## src/rtl/instruction_fetch.sv

```systemverilog
// Fetch stage: drives the instruction-memory word address, pairs each returned
// word with its PC and buffers it for decode behind a valid/ready handshake.
module instruction_fetch #(
  parameter logic [31:0] RESET_PC = 32'h0000_0000,
  parameter int unsigned DEPTH    = 2,
  parameter logic [31:0] PC_STEP  = 32'd1
) (
  input  logic        clock,
  input  logic        reset,
  output logic [31:0] imem_sel,
  input  logic [31:0] imem_data,
  input  logic        redirect_valid,
  input  logic [31:0] redirect_target,
  output logic        out_valid,
  input  logic        out_ready,
  output logic [31:0] out_instr,
  output logic [31:0] out_pc
);

  localparam int unsigned AW = $clog2(DEPTH);
  localparam int unsigned CW = $clog2(DEPTH) + 2;

  typedef struct packed {
    logic [31:0] pc;
    logic [31:0] instr;
  } entry_t;

  entry_t        fifo_q [DEPTH];
  logic [AW-1:0] rd_ptr_q;
  logic [AW-1:0] wr_ptr_q;
  logic [CW-1:0] count_q;
  logic [31:0]   fetch_pc_q;
  logic [31:0]   req_pc_q;
  logic          req_q;

  logic          pop;
  logic          push;
  logic          issue;
  logic [CW-1:0] occupancy;

  // Address selection, handshake and issue throttling
  always_comb begin
    imem_sel  = redirect_valid ? redirect_target : fetch_pc_q;
    out_valid = (count_q != '0) & ~redirect_valid;
    pop       = out_valid & out_ready;
    push      = req_q & ~redirect_valid;
    // Entries held after this edge, counting the word returning now
    occupancy = count_q + CW'(req_q) - CW'(pop);
    issue     = redirect_valid | (occupancy < CW'(DEPTH));
  end

  assign out_instr = fifo_q[rd_ptr_q].instr;
  assign out_pc    = fifo_q[rd_ptr_q].pc;

  always_ff @(posedge clock) begin
    if (reset) begin
      fetch_pc_q <= RESET_PC;
      req_q      <= 1'b0;
      req_pc_q   <= '0;
      rd_ptr_q   <= '0;
      wr_ptr_q   <= '0;
      count_q    <= '0;
      for (int i = 0; i < int'(DEPTH); i++) begin
        fifo_q[i] <= '0;
      end
    end else begin
      if (redirect_valid) begin
        rd_ptr_q <= '0;
        wr_ptr_q <= '0;
        count_q  <= '0;
      end else begin
        if (push) begin
          fifo_q[wr_ptr_q] <= '{pc: req_pc_q, instr: imem_data};
          wr_ptr_q         <= wr_ptr_q + AW'(1);
        end
        if (pop) begin
          rd_ptr_q <= rd_ptr_q + AW'(1);
        end
        if (push && !pop) begin
          count_q <= count_q + CW'(1);
        end else if (pop && !push) begin
          count_q <= count_q - CW'(1);
        end
      end
      if (issue) begin
        req_q      <= 1'b1;
        req_pc_q   <= imem_sel;
        fetch_pc_q <= imem_sel + PC_STEP;
      end else begin
        req_q <= 1'b0;
      end
    end
  end

endmodule

```

## config.mk

```make
export PLATFORM = sky130hd
export DESIGN_NAME = instruction_fetch
export DESIGN_NICKNAME = d
export VERILOG_FILES = /design/src/rtl/instruction_fetch.sv
export SDC_FILE = /design/constraint.sdc
export NUM_CORES = 1
export LEC_CHECK = 0
export ABC_AREA = 1
export CELL_PAD_IN_SITES_DETAIL_PLACEMENT = 1
export CELL_PAD_IN_SITES_GLOBAL_PLACEMENT = 2
export CORE_MARGIN = 3
export CORE_UTILIZATION = 29
export DETAILED_ROUTE_END_ITERATION = 8
export GPL_ROUTABILITY_DRIVEN = 0
export PLACE_DENSITY_LB_ADDON = 0.15
export SETUP_SLACK_MARGIN = 0.5
export SKIP_LAST_GASP = 1
export SYNTH_ARGS = -nofsm -noshare
export SYNTH_HDL_FRONTEND = slang
export SYNTH_SLANG_ARGS = --single-unit
```

## constraint.sdc

```tcl
create_clock -name clock -period 3.35 [get_ports clock]
set_input_delay 0.67 -clock clock [delete_from_list [all_inputs] [get_ports clock]]
set_output_delay 0.67 -clock clock [all_outputs]
set_load 0.03 [all_outputs]
```

==> results of run 1 <==
## worst register-to-register path: cells and delay by family, from the launching register on
kind	cells	cell delay, ns
AOI/OAI and AO/OA	1	0.19
adders and majority gates	2	0.77
buffers and inverters	5	0.42
DFF	1	0.39
and+or+nand+nor	8	0.87
## worst max path at each step
stage                         from  depth (start not counted)                           to  slack, ns
2_1_floorplan       redirect_valid                         15  fetch_pc_q[19]$_SDFFE_PP0P_       0.15
3_3_place_gp             out_ready                         13   fetch_pc_q[1]$_SDFFE_PP0P_       0.06
3_5_place_dp             out_ready                         11   fetch_pc_q[3]$_SDFFE_PP0P_       0.03
4_1_cts             redirect_valid                          7                 imem_sel[27]       0.51
5_1_grt                  out_ready                         15  fetch_pc_q[18]$_SDFFE_PP0P_       0.47
6_report       redirect_target[28]                          6                 imem_sel[28]       0.56
## what timing repair did
action | in CTS | in global routing
setup buffers | 2 | 0
gates resized for setup | 12 | 9
setup endpoints to repair | 86 | 41
gates cloned | 0 | 1
hold buffers | 0 | 0
## state kept, by name, summed over array words and instances (netlist names), named ones only
register    count
count_q         3
fetch_pc_q     32
fifo_q        128
rd_ptr_q        1
req_pc_q       32
req_q           1
wr_ptr_q        1
## stage by stage
| stage | instances | utilization |
|---|---|---|
| 6_report | 1585 | 0.392 |
| 5_1_grt | 1585 | 0.392 |
| 4_1_cts | 1584 | 0.391 |
| 3_5_place_dp | 1550 | 0.371 |
| 3_3_place_gp | 1550 | 0.371 |
| 2_1_floorplan | 997 | - |
## final cells by class
cell class	count	share of cell area
clock inverters	15	0.0153
repair buffers	200	0.163
well taps	402	0.0404
flip-flops and latches	199	0.424
inverters	122	0.0368
clock buffers	17	0.0342
multi-input cells	630	0.286
## layer usage
metal	vias up	track usage	wire length, um
met3	5	0.0233	840
met5	-	0	0
met1	3416	0.225	13500
li1	3594	-	-
met4	0	0.0286	134
met2	131	0.260	12400
## cells by family (layout without fill, tap and decap cells)
| group | Yosys count | count (layout) | synth area share |
|---|---|---|---|
| AO/OA/AOI/OAI | 116 | 116 | 0.0655 |
| XOR/XNOR | 9 | 9 | 0.00840 |
| multiplexers | 64 | 64 | 0.0768 |
| buffers and inverters | 168 | 354 | 0.0739 |
| adder cells (fa/ha/maj) | 5 | 5 | 0.00827 |
| AND/OR/NAND/NOR | 436 | 436 | 0.206 |
| flip-flops | 199 | 199 | 0.561 |
## power by group
part           total, mW  switching, mW  internal [mW]  leakage [nW]
logic               1.29          0.794          0.496          2.79
clock network       2.12           1.09           1.03         0.295
registers           2.87         0.0737           2.80          1.93
## cells in the mapped netlist
master / count / area, um2
inv_1: 116 / 435
nor2_4: 7 / 78.8
clkinv_1: 1 / 3.75
nor3_1: 2 / 10.0
nand2_4: 2 / 22.5
dfxtp_1: 71 / 1420
nand3b_1: 1 / 7.51
clkbuf_1: 23 / 86.3
buf_4: 3 / 22.5
nor3b_2: 4 / 50.1
ha_1: 3 / 37.5
nand2_2: 32 / 200
fa_1: 2 / 40.0
xnor2_1: 1 / 8.76
edfxtp_1: 128 / 3840
buf_6: 5 / 56.3
o21ai_0: 47 / 235
nor2_1: 163 / 612
inv_2: 5 / 18.8
nand4_1: 7 / 43.8
a31oi_1: 4 / 25.0
buf_2: 11 / 55.1
o22ai_1: 1 / 6.26
buf_1: 4 / 15.0
nand2_1: 170 / 638
nor2_2: 10 / 62.6
o21ai_1: 5 / 25.0
nand3_1: 33 / 165
o21bai_1: 3 / 22.5
nand3_2: 3 / 30.0
a21oi_1: 48 / 240
a211oi_1: 7 / 52.6
xor2_1: 8 / 70.1
or2_2: 2 / 12.5
mux2_2: 64 / 721
a21boi_0: 1 / 7.51
==> metrics.cfg, run 1 <==
[run]
maxCapViolCount=0

[timing]
relSlewSlack=0.592
slew_violations=0
setup_ws_ns=0.560
worst_hold_slack_ns=0.470
timing.fmax_mhz=358
rsz0062_at_grt=yes
setup_viol=0
hold_viol=0
worst_slew_pin_slew_ns=0.612
min_period_ns=2.79
tns_ns=0
fin_skew_ns=0.0230
fin_crit_sh=0.833

[critical_path]
critPathTopFamily=buffers and inverters
critPathKind=in -> out
r2r-end=fetch_pc_q[18]$_SDFFE_PP0P_
slowest_delay_ns=0.68
path_max_fanout=3
critPathSlowestCell=clkdlybuf4s50_1
reg2regPathDepth=16
path_buf_inv=4
arrival_ns=2.12
end_kind=output pin
crit_chain=clkdlybuf4s50_1 > inv_1 > nand2_1 > o21ai_1 > inv_1 > clkdlybuf4s50_1
startpoint_type=input port
r2r_slack_ns=0.65
timing.rr.start=count_q[1]$_SDFFE_PP0P_
worstPathRequired_ns=2.68

[final_layout]
fill_cells=3625
final_cell_mix=162 x nand2_1, 161 x nor2_1, 131 x clkdlybuf4s50_1
final_nets=1243
seq_area_um2=5270
diodes=0
multiInputGateArea_um2=3560
drive_gt1_frac=0.216
mostFrequentLayoutCell=nand2_1
area_delta_synth_final_pct=32.5
design_area_um2=12400

[placed_design]
dpl.hpwl_um=18700
pre_cts_ws_ns=0.0307
dpl_cell_area_um2=11800
port_buffers=164

[floorplanning]
fp.coreArea_um2=31700
rows=65
die_h_um=186
ios=165
initial_utilization=0.296
die_x_um=186
dieArea_um2=34500

[logic_synthesis]
yosysWarnings=0
synth-seq-cells=199
ys_seq_area_frac=0.561
syn_area_per_cell_um2=9.41
synth_cells=997
ys_types=36
syn_nets=1070
syn-cell-area_um2=9380

[detailed_routing]
wl_um=26900
wl_per_cell_um=17.0
ant_nets=0
drc=0
dr.pass1.iters=4
via_per_inst=4.51
drt-initial-drc-count=318
dr_total_vias=7146

[grt]
grt_first_pass_wirelength_um=42100
antenna_found_initial=0
grt_max_degree=65
grt_util_all_layers=0.158
grt-ovfl-total=0
grt_pass1_vias=7460

[cts]
clock_latency_ns=0.44
htree_levels=4
clk_pin_slew_ns=0.07
cts_tree=done
clockBufferDepth=2
clockRootBuffer=clkbuf_16
numCtsBuffers=17
cts_sinks=199

[worst_hold_path]
hold_depth=2
hold_class=reg -> reg
holdPathEnd=req_pc_q[21]$_SDFFE_PP0P_
min_from=req_pc_q[21]$_SDFFE_PP0P_

[power_and_ir_drop]
leakage_nw=5.02
total_power_mw=6.28
vdd_ir_drop_max_uv=373
cellPowerDensity_nw_per_um2=505

[run_status]
outcome=completed

No activity file was read; power rests on OpenSTA's default activity.
==> run 2: changes to the inputs <==
--- a/config.mk
+++ b/config.mk
@@ -9,7 +9,7 @@
 export CELL_PAD_IN_SITES_DETAIL_PLACEMENT = 1
 export CELL_PAD_IN_SITES_GLOBAL_PLACEMENT = 2
 export CORE_MARGIN = 3
-export CORE_UTILIZATION = 29
+export CORE_UTILIZATION = 33
 export DETAILED_ROUTE_END_ITERATION = 8
 export GPL_ROUTABILITY_DRIVEN = 0
 export PLACE_DENSITY_LB_ADDON = 0.15
==> constraint.sdc (replaced) <==
create_clock -name clock -period 2.85 [get_ports clock]
set_input_delay 0.57 -clock clock [delete_from_list [all_inputs] [get_ports clock]]
set_output_delay 0.57 -clock clock [all_outputs]
set_load 0.03 [all_outputs]
==> run 2 against run 1 <==
  * Sequential cell count is the same
  * First-iteration DRC count is 9.4% lower
  * Sequential share of layout area fell by 1.2 points
  * Critical path depth up 7
  * Cell count increased by 1.6%
  * Utilization increased by 6.6 points
  * Die area fell by 12%
  * Total power is 21% higher
  * Combinational power is 27% higher
  * Global-route usage increased by 2.4 points
  * Clock skew fell by 0.0040 ns
  * Critical path type is now reg -> reg
  * Critical endpoint is now req_pc_q[12]$_SDFFE_PP0P_
==> metrics.cfg, run 2 (synthesis gave the netlist of run 1 again) <==
[final_layout]
largestRegisters=fifo_q: 128 flops, fetch_pc_q: 32 flops, req_pc_q: 32 flops
regMostFlops=fifo_q
area_delta_synth_final_pct=36.3
mostFrequentLayoutCell=nor2_1
drive_gt1_frac=0.316
largest_reg_flops=128
final_nets=1292
fill_cells=3172
stdcell_count=1610
final_cell_mix=158 x nor2_1, 157 x nand2_1, 128 x edfxtp_1
finish.utilization=0.458
diodes=0

[cts]
clock_latency_ns=0.45
htree_levels=4
clockBufferDepth=2
cts_sinks=199
cts_tree=done
clockRootBuffer=clkbuf_16
numCtsBuffers=17
clk_pin_slew_ns=0.09
holdBufCountCts=0

[power_and_ir_drop]
p_int_mw=5.18
leakage_nw=5.39
total_power_mw=7.58
pwr-share-comb=0.216
share_seq_of_total_power=0.445
clock_power_share=0.339
p_sw_frac=0.317
switching_power_mw=2.40
vdd_ir_drop_max_uv=384
cellPowerDensity_nw_per_um2=593

[worst_hold_path]
hold_class=reg -> reg

[critical_path]
end_kind=flop
crit_path_end=req_pc_q[12]$_SDFFE_PP0P_
startpoint_type=flop
slowest_delay_ns=0.55
timing.rr.start=count_q[1]$_SDFFE_PP0P_
critPathKind=reg -> reg
critPathSlowestCell=fa_2
arrival_ns=2.91
path_max_fanout=8
r2r-end=req_pc_q[12]$_SDFFE_PP0P_
reg2regPathDepth=13
crit_path_start=count_q[1]$_SDFFE_PP0P_
crit_chain=inv_2 > a31oi_4 > nand2_2 > inv_2 > ha_4 > or2_4 > fa_2 > nand3_4 > nand2_8 > buf_8 > buf_12 > bufbuf_16 > a21oi_2
worstPathRequired_ns=3.20
r2r_slack_ns=0.29
cpMostUsedCell=inv_2

[detailed_routing]
drc=0
dr_total_vias=7456
dr.pass1.iters=6
wl_um=27500
via_per_inst=4.63
wl_per_cell_um=17.1
ant_nets=0
drt-initial-drc-count=288

[run_status]
outcome=completed

[grt]
grt_max_degree=65
grt_util_all_layers=0.183
antenna_found_initial=0
grt_pass1_vias=7679
grt-ovfl-total=0
grt_first_pass_wirelength_um=43400

[timing]
tns_ns=0
setup_ws_ns=0.285
rsz0062_at_grt=yes
fin_skew_ns=0.0190
relSlewSlack=0.612
setup_viol=0
timing.fmax_mhz=390
hold_viol=0
worst_slew_pin_slew_ns=0.582
min_period_ns=2.56
fin_crit_sh=0.900
slew_violations=0

[run]
maxCapViolCount=0

[placed_design]
dpl.cell_count=1556
dpl.hpwl_um=18800
port_buffers=164
pre_cts_ws_ns=-0.317

[floorplanning]
die_h_um=175
rows=61
die_x_um=175
dieArea_um2=30500
initial_utilization=0.336
ios=165
fp.coreArea_um2=27900

-- run 2: cell count changes in the layout (fill, tap and decap cells not counted), moves of 4 or more --
cell / previous run / this run
inv_1: 113 / 109
clkdlybuf4s50_1: 131 / 65
buf_4: 44 / 88
nand2_1: 162 / 157
o21ai_0: 28 / 23
dlygate4sd2_1: 8 / 13
buf_2: 1 / 50
buf_6: 0 / 8
-- run 2: layer usage --
| layer | global-route usage | vias to the layer above | wire length, um |
|---|---|---|---|
| met5 | 0 | - | 0 |
| met4 | 0.0429 | 0 | 314 |
| met3 | 0.0350 | 26 | 1230 |
| met2 | 0.300 | 155 | 12800 |
| met1 | 0.251 | 3571 | 13200 |
| li1 | - | 3704 | - |
-- run 2: layout make-up --
class                      instances  area (um2)  share of cell area
clock buffer                      17         425              0.0333
multi-input combinational        630        3670               0.287
tap                              378         473              0.0370
inverter                         122         465              0.0364
sequential                       199        5270               0.412
timing repair buffer             249        2280               0.178
clock inverter                    15         206              0.0161
-- run 2: how the worst min path moves through the flow --
stage / endpoint / slack [ns] / start / depth (start not counted)
2_1_floorplan: req_pc_q[25]$_SDFFE_PP0P_ / 0.44 / req_pc_q[25]$_SDFFE_PP0P_ / 2
3_3_place_gp: fetch_pc_q[0]$_SDFFE_PP0P_ / 0.45 / fetch_pc_q[0]$_SDFFE_PP0P_ / 2
3_5_place_dp: fetch_pc_q[0]$_SDFFE_PP0P_ / 0.46 / fetch_pc_q[0]$_SDFFE_PP0P_ / 2
4_1_cts: fetch_pc_q[0]$_SDFFE_PP0P_ / 0.47 / fetch_pc_q[0]$_SDFFE_PP0P_ / 2
5_1_grt: fetch_pc_q[1]$_SDFFE_PP0P_ / 0.50 / fetch_pc_q[1]$_SDFFE_PP0P_ / 2
6_report: req_pc_q[25]$_SDFFE_PP0P_ / 0.48 / req_pc_q[25]$_SDFFE_PP0P_ / 2
-- run 2: timing repair --
action / 4_1_cts / 5_1_grt
endpoints found under the setup margin: 130 / 99
cloned: 4 / 2
gates resized for setup: 286 / 77
pin swaps: 8 / 11
hold endpoints to repair: 0 / 0
setup buffers: 12 / 4
-- run 2: critical path, delay by kind of cell (launching register included) --
family	cells	cell delay (ns)
fa+ha+maj	2	0.73
buf+inv	5	0.63
simple gates	4	0.54
flops	1	0.34
compound gates	2	0.24
-- run 2: per-stage QoR --
| step | hold WS, ns | area (um2) |
|---|---|---|
| after global placement | 0.449 | 11900 |
| after floorplan | 0.439 | 9520 |
| final | 0.483 | 12800 |
| after global routing | 0.503 | 12800 |
| after CTS | 0.472 | 12700 |
| after detailed placement | 0.462 | 11900 |
-- run 2: power groups by stage --
stage	Clock (mW)	Combinational (mW)	Sequential (mW)
global placement	0	1.54	3.43
global route	2.75	1.79	3.40
finish	2.57	1.64	3.37
detailed placement	0	1.55	3.44
CTS	2.62	1.58	3.37
floorplan	0	0.919	3.41
==> run 3: changes to the inputs <==
--- a/config.mk
+++ b/config.mk
@@ -13,6 +13,7 @@
 export DETAILED_ROUTE_END_ITERATION = 8
 export GPL_ROUTABILITY_DRIVEN = 0
 export PLACE_DENSITY_LB_ADDON = 0.15
+export RECOVER_POWER = 50
 export SETUP_SLACK_MARGIN = 0.5
 export SKIP_LAST_GASP = 1
 export SYNTH_ARGS = -nofsm -noshare
==> run 3 against run 2 <==
  * Total power decreased by 0.11%
  * Worst hold slack worse by 0.0014 ns
  * Register-to-register slack got worse by 0.03 ns
  * Non-clock buffer count is the same
  * Via count shrank 0.43%
  * Critical path depth is the same
  * Utilization down 0.25 points
  * Global-route usage did not move
  * Design area is 0.54% lower
  * Cell count unchanged
  * Fmax decreased by 1.1%
  * Highest routed layer unchanged
==> metrics.cfg, run 3 (synthesis gave the netlist of run 1 again) <==
[detailed_routing]
wl_per_cell_um=17.1
ant_nets=0
dr.pass1.iters=6
dr_total_vias=7424
via_per_inst=4.61
wl_um=27500
drc=0
drt-initial-drc-count=308

[timing]
slew_violations=0
tns_ns=0
relSlewSlack=0.345
worst_slew_pin_slew_ns=0.983
setup_viol=0
fin_skew_ns=0.0182
hold_viol=0
min_period_ns=2.59
rsz0062_at_grt=yes
fin_crit_sh=0.910
worst_hold_slack_ns=0.482
timing.fmax_mhz=386

[critical_path]
path_max_fanout=8
end_kind=flop
r2r_slack_ns=0.26
crit_path_end=req_pc_q[12]$_SDFFE_PP0P_
worstPathRequired_ns=3.20
startpoint_type=flop
r2r-end=req_pc_q[12]$_SDFFE_PP0P_
critPathKind=reg -> reg
timing.rr.start=count_q[1]$_SDFFE_PP0P_
arrival_ns=2.94
reg2regPathDepth=13
crit_path_start=count_q[1]$_SDFFE_PP0P_

[final_layout]
regMostFlops=fifo_q
design_area_um2=12700
seq_area_um2=5270
fill_cells=3178
final_cell_mix=159 x nand2_1, 159 x nor2_1, 128 x edfxtp_1
diodes=0
largestRegisters=fifo_q: 128 flops, fetch_pc_q: 32 flops, req_pc_q: 32 flops
area_delta_synth_final_pct=35.6
drive_gt1_frac=0.311
multiInputGateArea_um2=3650
final_nets=1292
largest_reg_flops=128

[placed_design]
dpl_cell_area_um2=11900
port_buffers=164
dpl.hpwl_um=18800

[cts]
clockBufferDepth=2
cts_sinks=199
holdBufCountCts=0
clk_pin_slew_ns=0.09
htree_levels=4
cts_tree=done
clockRootBuffer=clkbuf_16
clock_latency_ns=0.45
numCtsBuffers=17

[floorplanning]
die_h_um=175
ios=165
fp.coreArea_um2=27900
dieArea_um2=30500
rows=61
die_x_um=175
initial_utilization=0.336

[worst_hold_path]
hold_class=reg -> reg

[power_and_ir_drop]
cellPowerDensity_nw_per_um2=595
leakage_nw=5.37
vdd_ir_drop_max_uv=383

[grt]
antenna_found_initial=0
busiest_layer=met2
grt_pass1_vias=7679
grt_util_all_layers=0.183
grt_max_degree=65
globalRouteMet2Util=0.300
grt-ovfl-total=0
grtUsageMet3=0.0350
grt_first_pass_wirelength_um=43400
use_met1=0.251

[run]
maxCapViolCount=0

[run_status]
outcome=completed

[run 3: power breakdown]
part	total, mW	switching, mW	internal [mW]	leakage, nW
clock	2.57	1.34	1.23	0.301
combinational	1.63	0.976	0.653	3.14
sequential	3.37	0.0817	3.29	1.93
total	7.57	2.40	5.17	5.37
[run 3: worst min-delay path by stage]
stage	startpoint	endpoint	slack (ns)	cells past startpoint
2_1_floorplan	req_pc_q[25]$_SDFFE_PP0P_	req_pc_q[25]$_SDFFE_PP0P_	0.44	2
3_3_place_gp	fetch_pc_q[0]$_SDFFE_PP0P_	fetch_pc_q[0]$_SDFFE_PP0P_	0.45	2
3_5_place_dp	fetch_pc_q[0]$_SDFFE_PP0P_	fetch_pc_q[0]$_SDFFE_PP0P_	0.46	2
4_1_cts	fetch_pc_q[0]$_SDFFE_PP0P_	fetch_pc_q[0]$_SDFFE_PP0P_	0.47	2
5_1_grt	fetch_pc_q[1]$_SDFFE_PP0P_	fetch_pc_q[1]$_SDFFE_PP0P_	0.50	2
6_report	fetch_pc_q[1]$_SDFFE_PP0P_	fetch_pc_q[1]$_SDFFE_PP0P_	0.48	2
[run 3: worst max-delay path, stage by stage (launching register included)]
cell	delay [ns]
dfxtp_1	0.35
inv_2	0.07
a31oi_4	0.20
nand2_2	0.08
inv_2	0.06
ha_4	0.18
or2_4	0.23
fa_2	0.55
nand3_4	0.11
nand2_8	0.12
buf_8	0.14
buf_12	0.12
bufbuf_16	0.25
a21oi_2	0.05
[run 3: final cells by class]
cell class                 count  share of cell area
clock inverter                15              0.0162
sequential                   199               0.414
clock buffer                  17              0.0334
timing repair buffer         249               0.176
multi-input combinational    630               0.287
inverter                     122              0.0366
tap                          378              0.0372
[run 3: through the flow]
step	setup slack [ns]	cells	util	power, mW
global route	0.148	1610	0.455	7.93
global placement	-0.257	1556	0.425	4.97
floorplan	-0.226	997	-	4.33
finish	0.257	1610	0.455	7.57
detailed placement	-0.317	1556	0.425	4.99
CTS	0.277	1604	0.453	7.58
[run 3: per-layer routing]
| metal | routed length [um] | vias to the layer above | part of all wire |
|---|---|---|---|
| met5 | 0 | - | 0 |
| met4 | 279 | 0 | 0.010 |
| met3 | 1280 | 25 | 0.046 |
| met2 | 13000 | 161 | 0.47 |
| met1 | 13000 | 3535 | 0.47 |
| li1 | - | 3703 | - |
[run 3: timing repair]
action | 4_1_cts | 5_1_grt
pin swaps | 8 | 11
gates cloned | 4 | 2
endpoints found under the setup margin | 130 | 99
buffers inserted | 12 | 4
resized for setup | 286 | 77
